--- config.mk ---
export PLATFORM = sky130hd
export DESIGN_NAME = sata_tx_align_flat
export DESIGN_NICKNAME = d
export VERILOG_FILES = /design/src/rtl/sata_tx_align_pkg.sv /design/src/rtl/sata_tx_align_if.sv /design/src/rtl/sata_tx_align.sv /design/src/flat_wrapper.sv
export SDC_FILE = /design/constraint.sdc
export NUM_CORES = 1
export LEC_CHECK = 0
export ABC_CLOCK_PERIOD_IN_PS = 1500
export CAP_MARGIN = 40
export CORE_MARGIN = 1.5
export CORE_UTILIZATION = 40
export CTS_CLUSTER_DIAMETER = 30
export DETAILED_ROUTE_END_ITERATION = 16
export MAX_ROUTING_LAYER = met4
export PLACE_DENSITY = 0.79
export RECOVER_POWER = 25
export SYNTH_ARGS = -nofsm -noshare
export SYNTH_HDL_FRONTEND = slang
export SYNTH_SLANG_ARGS = --single-unit
--- constraint.sdc ---
create_clock -name tx_clkin -period 1.5 [get_ports tx_clkin]
set_input_delay 0.3 -clock tx_clkin [delete_from_list [all_inputs] [get_ports tx_clkin]]
set_output_delay 0.3 -clock tx_clkin [all_outputs]
set_load 0.02 [all_outputs]
--- src/rtl/sata_tx_align_pkg.sv ---
// Shared SATA primitive constants and dword type used by the TX and RX link-side blocks.
// Primitive words are little-endian: byte 0 carries the K28.x control character.
package sata_tx_align_pkg;

    localparam int DWORD_W = 32;
    localparam int CTRL_W  = 4;

    typedef struct packed {
        logic [DWORD_W-1:0] data;
        logic [CTRL_W-1:0]  ctrl;
    } sata_dword_t;

    localparam logic [CTRL_W-1:0]  PRIM_CTRL  = 4'b0001;
    localparam logic [DWORD_W-1:0] PRIM_ALIGN = 32'h7B4A4ABC;
    localparam logic [DWORD_W-1:0] PRIM_SYNC  = 32'hB5B5957C;
    localparam logic [DWORD_W-1:0] PRIM_CONT  = 32'h9999AA7C;
    localparam logic [DWORD_W-1:0] PRIM_HOLD  = 32'hD5D5AA7C;
    localparam logic [DWORD_W-1:0] PRIM_HOLDA = 32'h9595AA7C;
    localparam logic [DWORD_W-1:0] PRIM_X_RDY = 32'h5757B57C;
    localparam logic [DWORD_W-1:0] PRIM_R_RDY = 32'h4A4A957C;
    localparam logic [DWORD_W-1:0] PRIM_R_IP  = 32'h5555B57C;
    localparam logic [DWORD_W-1:0] PRIM_R_OK  = 32'h3535B57C;
    localparam logic [DWORD_W-1:0] PRIM_R_ERR = 32'h5656B57C;
    localparam logic [DWORD_W-1:0] PRIM_SOF   = 32'h3737B57C;
    localparam logic [DWORD_W-1:0] PRIM_EOF   = 32'hD5D5B57C;
    localparam logic [DWORD_W-1:0] PRIM_WTRM  = 32'h5858B57C;

    function automatic sata_dword_t align_dword();
        return '{data: PRIM_ALIGN, ctrl: PRIM_CTRL};
    endfunction

endpackage

--- src/rtl/sata_tx_align_if.sv ---
// Link-layer to PHY TX dword path through the ALIGN inserter.
// Handshake: tx_readyout=1 means the dword on tx_datain/tx_ctrlin is consumed on this
// rising edge; while it is 0 the link layer holds tx_datain/tx_ctrlin unchanged.
interface sata_tx_align_if;
    import sata_tx_align_pkg::*;

    logic               tx_en;
    logic [DWORD_W-1:0] tx_datain;
    logic [CTRL_W-1:0]  tx_ctrlin;
    logic               tx_readyout;
    logic [DWORD_W-1:0] tx_dataout;
    logic [CTRL_W-1:0]  tx_ctrlout;
    logic               tx_alignout;

    modport master (
        output tx_en, tx_datain, tx_ctrlin,
        input  tx_readyout, tx_dataout, tx_ctrlout, tx_alignout
    );

    modport slave (
        input  tx_en, tx_datain, tx_ctrlin,
        output tx_readyout, tx_dataout, tx_ctrlout, tx_alignout
    );

endinterface

--- src/rtl/sata_tx_align.sv ---
// TX ALIGN inserter: forwards link dwords with one cycle of latency, inserts an ALIGN burst
// every ALIGN_PERIOD transfers and sends continuous ALIGNs while the PHY is not enabled.
module sata_tx_align
    import sata_tx_align_pkg::*;
#(
    parameter int ALIGN_PERIOD = 256,
    parameter int ALIGN_COUNT  = 2
) (
    input  logic              tx_clkin,
    input  logic              tx_rst,
    sata_tx_align_if.slave    bus,
    output logic [1:0]        o_dbg_state
);

    localparam int PW = (ALIGN_PERIOD > 1) ? $clog2(ALIGN_PERIOD) : 1;
    localparam int AW = $clog2(ALIGN_COUNT) + 1;
    localparam logic [PW-1:0] P_LAST = PW'(ALIGN_PERIOD - 1);
    localparam logic [AW-1:0] A_LAST = AW'(ALIGN_COUNT - 1);

    typedef enum logic [1:0] {
        S_IDLE   = 2'd0,
        S_PASS   = 2'd1,
        S_INSERT = 2'd2
    } state_t;

    state_t      r_state, w_state_next;
    logic [PW-1:0] r_pcnt, w_pcnt_next;
    logic [AW-1:0] r_acnt, w_acnt_next;
    sata_dword_t r_out, w_out_next;
    logic        r_align, w_align_next;
    logic        w_ready;

    // Consumption happens only in PASS; a falling tx_en cancels it in the same cycle.
    assign w_ready = (r_state == S_PASS) && bus.tx_en;

    always_comb begin
        w_state_next = r_state;
        w_pcnt_next  = r_pcnt;
        w_acnt_next  = r_acnt;
        w_out_next   = align_dword();
        w_align_next = 1'b1;
        if (!bus.tx_en) begin
            w_state_next = S_IDLE;
            w_pcnt_next  = '0;
        end else begin
            case (r_state)
                S_IDLE: begin
                    w_state_next = S_PASS;
                    w_pcnt_next  = '0;
                end
                S_PASS: begin
                    w_out_next   = '{data: bus.tx_datain, ctrl: bus.tx_ctrlin};
                    w_align_next = 1'b0;
                    if (r_pcnt == P_LAST) begin
                        w_pcnt_next  = '0;
                        w_acnt_next  = '0;
                        w_state_next = S_INSERT;
                    end else begin
                        w_pcnt_next = r_pcnt + 1'b1;
                    end
                end
                S_INSERT: begin
                    w_acnt_next = r_acnt + 1'b1;
                    if (r_acnt == A_LAST) begin
                        w_state_next = S_PASS;
                    end
                end
                default: w_state_next = S_IDLE;
            endcase
        end
    end

    always_ff @(posedge tx_clkin) begin
        if (tx_rst) begin
            r_state <= S_IDLE;
            r_pcnt  <= '0;
            r_acnt  <= '0;
            r_out   <= align_dword();
            r_align <= 1'b1;
        end else begin
            r_state <= w_state_next;
            r_pcnt  <= w_pcnt_next;
            r_acnt  <= w_acnt_next;
            r_out   <= w_out_next;
            r_align <= w_align_next;
        end
    end

    assign bus.tx_readyout = w_ready;
    assign bus.tx_dataout  = r_out.data;
    assign bus.tx_ctrlout  = r_out.ctrl;
    assign bus.tx_alignout = r_align;
    assign o_dbg_state     = r_state;

endmodule
--- src/flat_wrapper.sv ---
// flat-port wrapper written by rule: the top's interface ports become plain ports
module sata_tx_align_flat import sata_tx_align_pkg::*;
#(
    parameter int ALIGN_PERIOD = 256,
    parameter int ALIGN_COUNT  = 2
)
  (tx_clkin, tx_rst, o_dbg_state, bus_tx_en, bus_tx_datain, bus_tx_ctrlin, bus_tx_readyout, bus_tx_dataout, bus_tx_ctrlout, bus_tx_alignout);
  sata_tx_align_if bus_i ();
  input  logic tx_clkin;
  input  logic tx_rst;
  output logic [1:0] o_dbg_state;
  input wire logic [$bits(bus_i.tx_en)-1:0] bus_tx_en;
  input wire logic [$bits(bus_i.tx_datain)-1:0] bus_tx_datain;
  input wire logic [$bits(bus_i.tx_ctrlin)-1:0] bus_tx_ctrlin;
  output wire logic [$bits(bus_i.tx_readyout)-1:0] bus_tx_readyout;
  output wire logic [$bits(bus_i.tx_dataout)-1:0] bus_tx_dataout;
  output wire logic [$bits(bus_i.tx_ctrlout)-1:0] bus_tx_ctrlout;
  output wire logic [$bits(bus_i.tx_alignout)-1:0] bus_tx_alignout;
  assign bus_i.tx_en = bus_tx_en;
  assign bus_i.tx_datain = bus_tx_datain;
  assign bus_i.tx_ctrlin = bus_tx_ctrlin;
  assign bus_tx_readyout = bus_i.tx_readyout;
  assign bus_tx_dataout = bus_i.tx_dataout;
  assign bus_tx_ctrlout = bus_i.tx_ctrlout;
  assign bus_tx_alignout = bus_i.tx_alignout;
  sata_tx_align #(.ALIGN_PERIOD(ALIGN_PERIOD), .ALIGN_COUNT(ALIGN_COUNT)) u_core (.tx_clkin(tx_clkin), .tx_rst(tx_rst), .bus(bus_i), .o_dbg_state(o_dbg_state));
endmodule
### After elaboration in Yosys (flattened, before gate mapping)

Index checks and enable logic that the tools add are counted.

| operators by class | value |
|---|---|
| $add $sub $neg | 2 |
| equal/unequal tests | 6 |
| mux-type cells | 8 |
| bitwise operators | 2 |
| reduce and logical (&&, ||, !) cells | 8 |

Operator list:

| operator | count |
|---|---|
| $pmux 8 s2 | 1 |
| $add 8x1->8 const B | 1 |
| $eq 8x8->1 const B | 1 |
| $mux 8 | 1 |
| $mux 2 | 3 |
| $pmux 2 s3 | 1 |
| $eq 2x1->1 const B | 2 |
| $pmux 2 s2 | 1 |
| $reduce_bool 2->1 | 2 |
| $reduce_and 3->1 | 1 |
| $reduce_or 3->1 | 1 |
| $add 2x1->2 const B | 1 |
| $eq 2x2->1 const B | 1 |
| $logic_not 2->1 | 1 |
| $ne 2x1->1 const B | 1 |
| $ne 2x2->1 const B | 1 |
| $not 1->1 | 2 |
| $reduce_and 2->1 | 1 |
| $reduce_or 2->1 | 1 |
| $logic_and 1x1->1 | 1 |
| $mux 1 | 1 |

| storage, ports and cells | value |
|---|---|
| register bits after elaboration | 49 |
| bits of input ports | 39 |

### Depth between registers and ports, before layout

| logic depth | value |
|---|---|
| word-level depth | 3 |
| depth in mapped cells | 5 |

### Worst setup path before layout

No wires, ideal clock.

| path | value |
|---|---|
| kind | register to register |
| start | reg u_core.r_pcnt[0] |
| end | reg u_core.r_pcnt[6] |
| library setup time | 0.074 ns |
| arrival | 1.277 ns |
| setup slack | 0.148 ns |
| cell stages (with the launch flop) | 5 |
| path buffers | 0 |
| period minus slack after synthesis | 1.352 ns |
| cell sequence | dfxtp_1 ha_1 nand3_2 or4_1 a31oi_1 |

| between the ends | value |
|---|---|
| longest elaborated chain between the ends | 3 |
| elaborated cells on any way between the ends | 4 |

Ends and longest elaborated chain:

| what | line | RTL |
|---|---|---|
| from (decl) | sata_tx_align.sv:27 | `logic [PW-1:0] r_pcnt, w_pcnt_next;` |
| from (signal assigned) | sata_tx_align.sv:82 | `r_pcnt <= w_pcnt_next;` |
| $add 8x1->8 or $eq 8x8->1 (tied branches) | sata_tx_align.sv:59, sata_tx_align.sv:54 |  |
| $mux 8 (*) | sata_tx_align.sv:54 | `if (r_pcnt == P_LAST) begin` |
| $pmux 8 s2 (*) | sata_tx_align.sv:46 | `case (r_state)` |

Mark *: on every way between the ends. The rest lies on a longest branch, timed or not.
A chain may end at the register's enable or synchronous reset.

### Worst setup path after layout

| path | value |
|---|---|
| start | reg u_core.r_state[1], in the netlist u_core.o_dbg_state[1] |
| end | out o_dbg_state[1] |

RTL lines:

| what | line | RTL |
|---|---|---|
| from (decl) | sata_tx_align.sv:26 | `state_t r_state, w_state_next;` |
| from (signal assigned) | sata_tx_align.sv:81 | `r_state <= w_state_next;` |
| to (decl) | flat_wrapper.sv:11 | `output logic [1:0] o_dbg_state;` |

No word-level cell between the ends.

==> impl_metrics.env <==
export IMPL_fin_crit_sh=0.939
export IMPL_ir_drop_v=0.000563
export IMPL_groute_usage_overall=0.169
export IMPL_drt_initial_drc_count=64
export IMPL_synth_compound_area_share=0.0688
export IMPL_startpoint_type="register"
export IMPL_io_pins=79
export IMPL_gr_max_usage_layer="met2"
export IMPL_antenna_diode_count=0
export IMPL_fin_area_sq_um=2660
export IMPL_cp_arrival_ps=1110
export IMPL_synthDistinctLibCells=37
export IMPL_grt_max_degree=24
export IMPL_cts_buffers=5
export IMPL_syn_area_sq_um=1640
export IMPL_cts_tree="yes"
export IMPL_die_x_um=67.0
export IMPL_root_buffer="clkbuf_8"
export IMPL_syn_inst=159
export IMPL_detail_route_antenna_nets=0
export IMPL_core_sq_um=3970
export IMPL_multi_input_area_sq_um=627
export IMPL_layout_common_cells="47 x dfxtp_1, 38 x clkdlybuf4s50_1, 37 x dlygate4sd2_1, 21 x or3_1, 19 x and2_1"
export IMPL_worstMarginPinSlew_ps=249
export IMPL_regArea_sq_um=983
export IMPL_clk_pin_slew_ps=80
export IMPL_cts_sinks=49
export IMPL_initial_core_util=0.412
export IMPL_cts_max_path_buffers=2
export IMPL_ys_warn_count=0
export IMPL_grt_pass1_vias=1208
export IMPL_layout_drive_gt1_share=0.131
export IMPL_grt_pass1_wl_um=5510
export IMPL_globalRouteMet1Util=0.200
export IMPL_place_gp_congestion=0.775
export IMPL_dp_hpwl_um=2660
export IMPL_htreeDepth=2
export IMPL_crit_type="reg -> out"
export IMPL_die_area_sq_um=4490
export IMPL_grt_antenna_before_repair=0
export IMPL_cp_num_buf_inv=2
export IMPL_met3_usage=0.0591
export IMPL_slew_headroom=0.832
export IMPL_timing_final_crit_period_ps=1410
export IMPL_critPathTopFamily="buffers and inverters"
export IMPL_io_buffers=78
export IMPL_clock_latency_ps=290
export IMPL_setup_violations_final=0
export IMPL_clock_fmax_ghz=0.710
export IMPL_synthAdderAreaFrac=0.0153
export IMPL_status="finished clean"
export IMPL_finalNetCount=291
export IMPL_cts_hold_buf=0
export IMPL_ys_ff_latch=49
export IMPL_dp_cells=293
export IMPL_vias=1416
export IMPL_avgSynthCellArea_sq_um=10.3
export IMPL_instances_no_fill=301
export IMPL_power_density_nw_per_um2=941
export IMPL_syn_nets=200
export IMPL_wire_per_inst_um=12.0
export IMPL_cp_cell_sequence="buf_6 -> clkdlybuf4s15_2"
export IMPL_skew_ps=2.49
export IMPL_report_final_slew_viol_count=0
export IMPL_synth_area_mux_share=0.00611
export IMPL_drt_pass1_iterations=4
export IMPL_hold_violations=0
export IMPL_n_fill_cell=328
export IMPL_via_per_inst=4.70
export IMPL_placed_cell_area_sq_um=2580
export IMPL_synth_xor_area_frac=0
export IMPL_critical_path_max_stage_delay_ps=360
export IMPL_drc_errors=0
export IMPL_synth_top_family_by_area="simple AND/OR/NAND/NOR gates"
export IMPL_num_rows=23
export IMPL_synth_simple_area_share=0.287
export IMPL_die_h_um=67.0
export IMPL_critPathMaxFanout=16
export IMPL_required_ps=1200
export IMPL_final_common_cell="dfxtp_1"
export IMPL_crit_path_end_kind="primary output"
export IMPL_total_leakage_power_nw=1.05
export IMPL_ys_seq_area_frac=0.599
export IMPL_wirelength_um=3610
export IMPL_cap_violations=0
export IMPL_slowest_stage="dfxtp_1"
export IMPL_syn_to_final_growth_pct=62.2
export IMPL_grt_ovfl_total=0
export IMPL_hold_path_class="reg -> reg"
export IMPL_met2_usage=0.261
-- cell type report --
class | instances | share of cell area
Clock buffer | 7 | 0.0325
Inverter | 2 | 0.00283
Sequential cell | 49 | 0.370
Multi-Input combinational cell | 100 | 0.236
Timing Repair Buffer | 92 | 0.324
Clock inverter | 1 | 0.0113
Tap cell | 50 | 0.0236
-- state kept, by name, indices dropped and copies added (netlist names) --
register                count
u_core.bus.tx_alignout      1
u_core.bus.tx_ctrlout       4
u_core.bus.tx_dataout      32
u_core.o_dbg_state          2
u_core.r_acnt               2
u_core.r_pcnt               8
-- report_power, final --
part           switching [W]  internal (W)  leakage (nW)
Sequential        0.00000514       0.00132         0.398
Clock               0.000406      0.000543        0.0585
Combinational      0.0000834      0.000144         0.593
-- routing by layer --
| layer | vias up | routed length [um] |
|---|---|---|
| met2 | 55 | 1700 |
| met3 | 7 | 288 |
| met4 | 0 | 59 |
| li1 | 729 | - |
| met5 | - | 0 |
| met1 | 625 | 1550 |
-- repair_timing --
item,CTS,global route
resized for setup,47,6
setup buffers,0,0
setup endpoints to repair,40,5
pin swaps,0,1
-- synthesized netlist by cell type --
cell type / count / area, sq um
and2_1: 19 / 119
a31oi_1: 3 / 18.8
or3_1: 21 / 131
nor4b_1: 1 / 8.76
or4_1: 1 / 7.51
a22oi_1: 1 / 7.51
o21ai_0: 1 / 5.00
nor3_1: 2 / 10.0
nor2b_1: 3 / 18.8
nand3b_1: 1 / 7.51
nand3_2: 1 / 10.0
a31o_1: 1 / 8.76
ha_1: 2 / 25.0
nand2b_4: 1 / 13.8
nor2_1: 5 / 18.8
a211oi_1: 1 / 7.51
buf_2: 1 / 5.00
or2_1: 1 / 6.26
nand2_1: 10 / 37.5
clkbuf_1: 7 / 26.3
o21a_1: 1 / 7.51
mux2i_1: 1 / 10.0
and3b_1: 1 / 8.76
or2_0: 1 / 6.26
nor3b_1: 1 / 7.51
a21oi_1: 6 / 30.0
nor2_2: 1 / 6.26
inv_2: 1 / 3.75
nor4_1: 1 / 6.26
nand4_1: 4 / 25.0
o21ai_1: 1 / 5.00
inv_1: 1 / 3.75
nand2b_1: 1 / 6.26
a21o_1: 2 / 15.0
dfxtp_1: 49 / 981
o211ai_1: 1 / 7.51
nand3_1: 3 / 15.0
-- path summary, 6_finish.rpt --
kind	start	endpoint	slack, ps	cells past startpoint
worst max-delay path	u_core.o_dbg_state[1]	o_dbg_state[1]	90	2
worst min-delay path	u_core.r_pcnt[0]	u_core.r_pcnt[0]	490	2
worst max register to register	u_core.r_pcnt[0]	u_core.r_pcnt[6]	90	4
worst min register to register	u_core.r_pcnt[0]	u_core.r_pcnt[0]	490	2
-- worst min-delay path: cells and delay by family (launching register included) --
family | cells | cell delay [ps]
AO/OA/AOI/OAI | 1 | 50
flip-flops | 1 | 340
AND/OR/NAND/NOR | 1 | 60
-- per-stage QoR --
stage          total power (W)  setup WS (ps)  hold slack [ps]  TNS [ps]  utilization
3_3_place_gp           0.00159           -306              479     -3850        0.650
2_1_floorplan          0.00143            148              373         0            -
5_1_grt                0.00261          -3.98              499     -3.98        0.669
4_1_cts                0.00254           4.14              508         0        0.667
3_5_place_dp           0.00160           -316              494     -4690        0.650
6_report               0.00250           90.8              487         0        0.669
-- cells by family after synthesis --
group	Yosys count
simple gates	79
buf+inv	10
compound gates	18
flops	49
fa+ha+maj	2
mux	1
No activity file was read; power rests on OpenSTA's default activity.
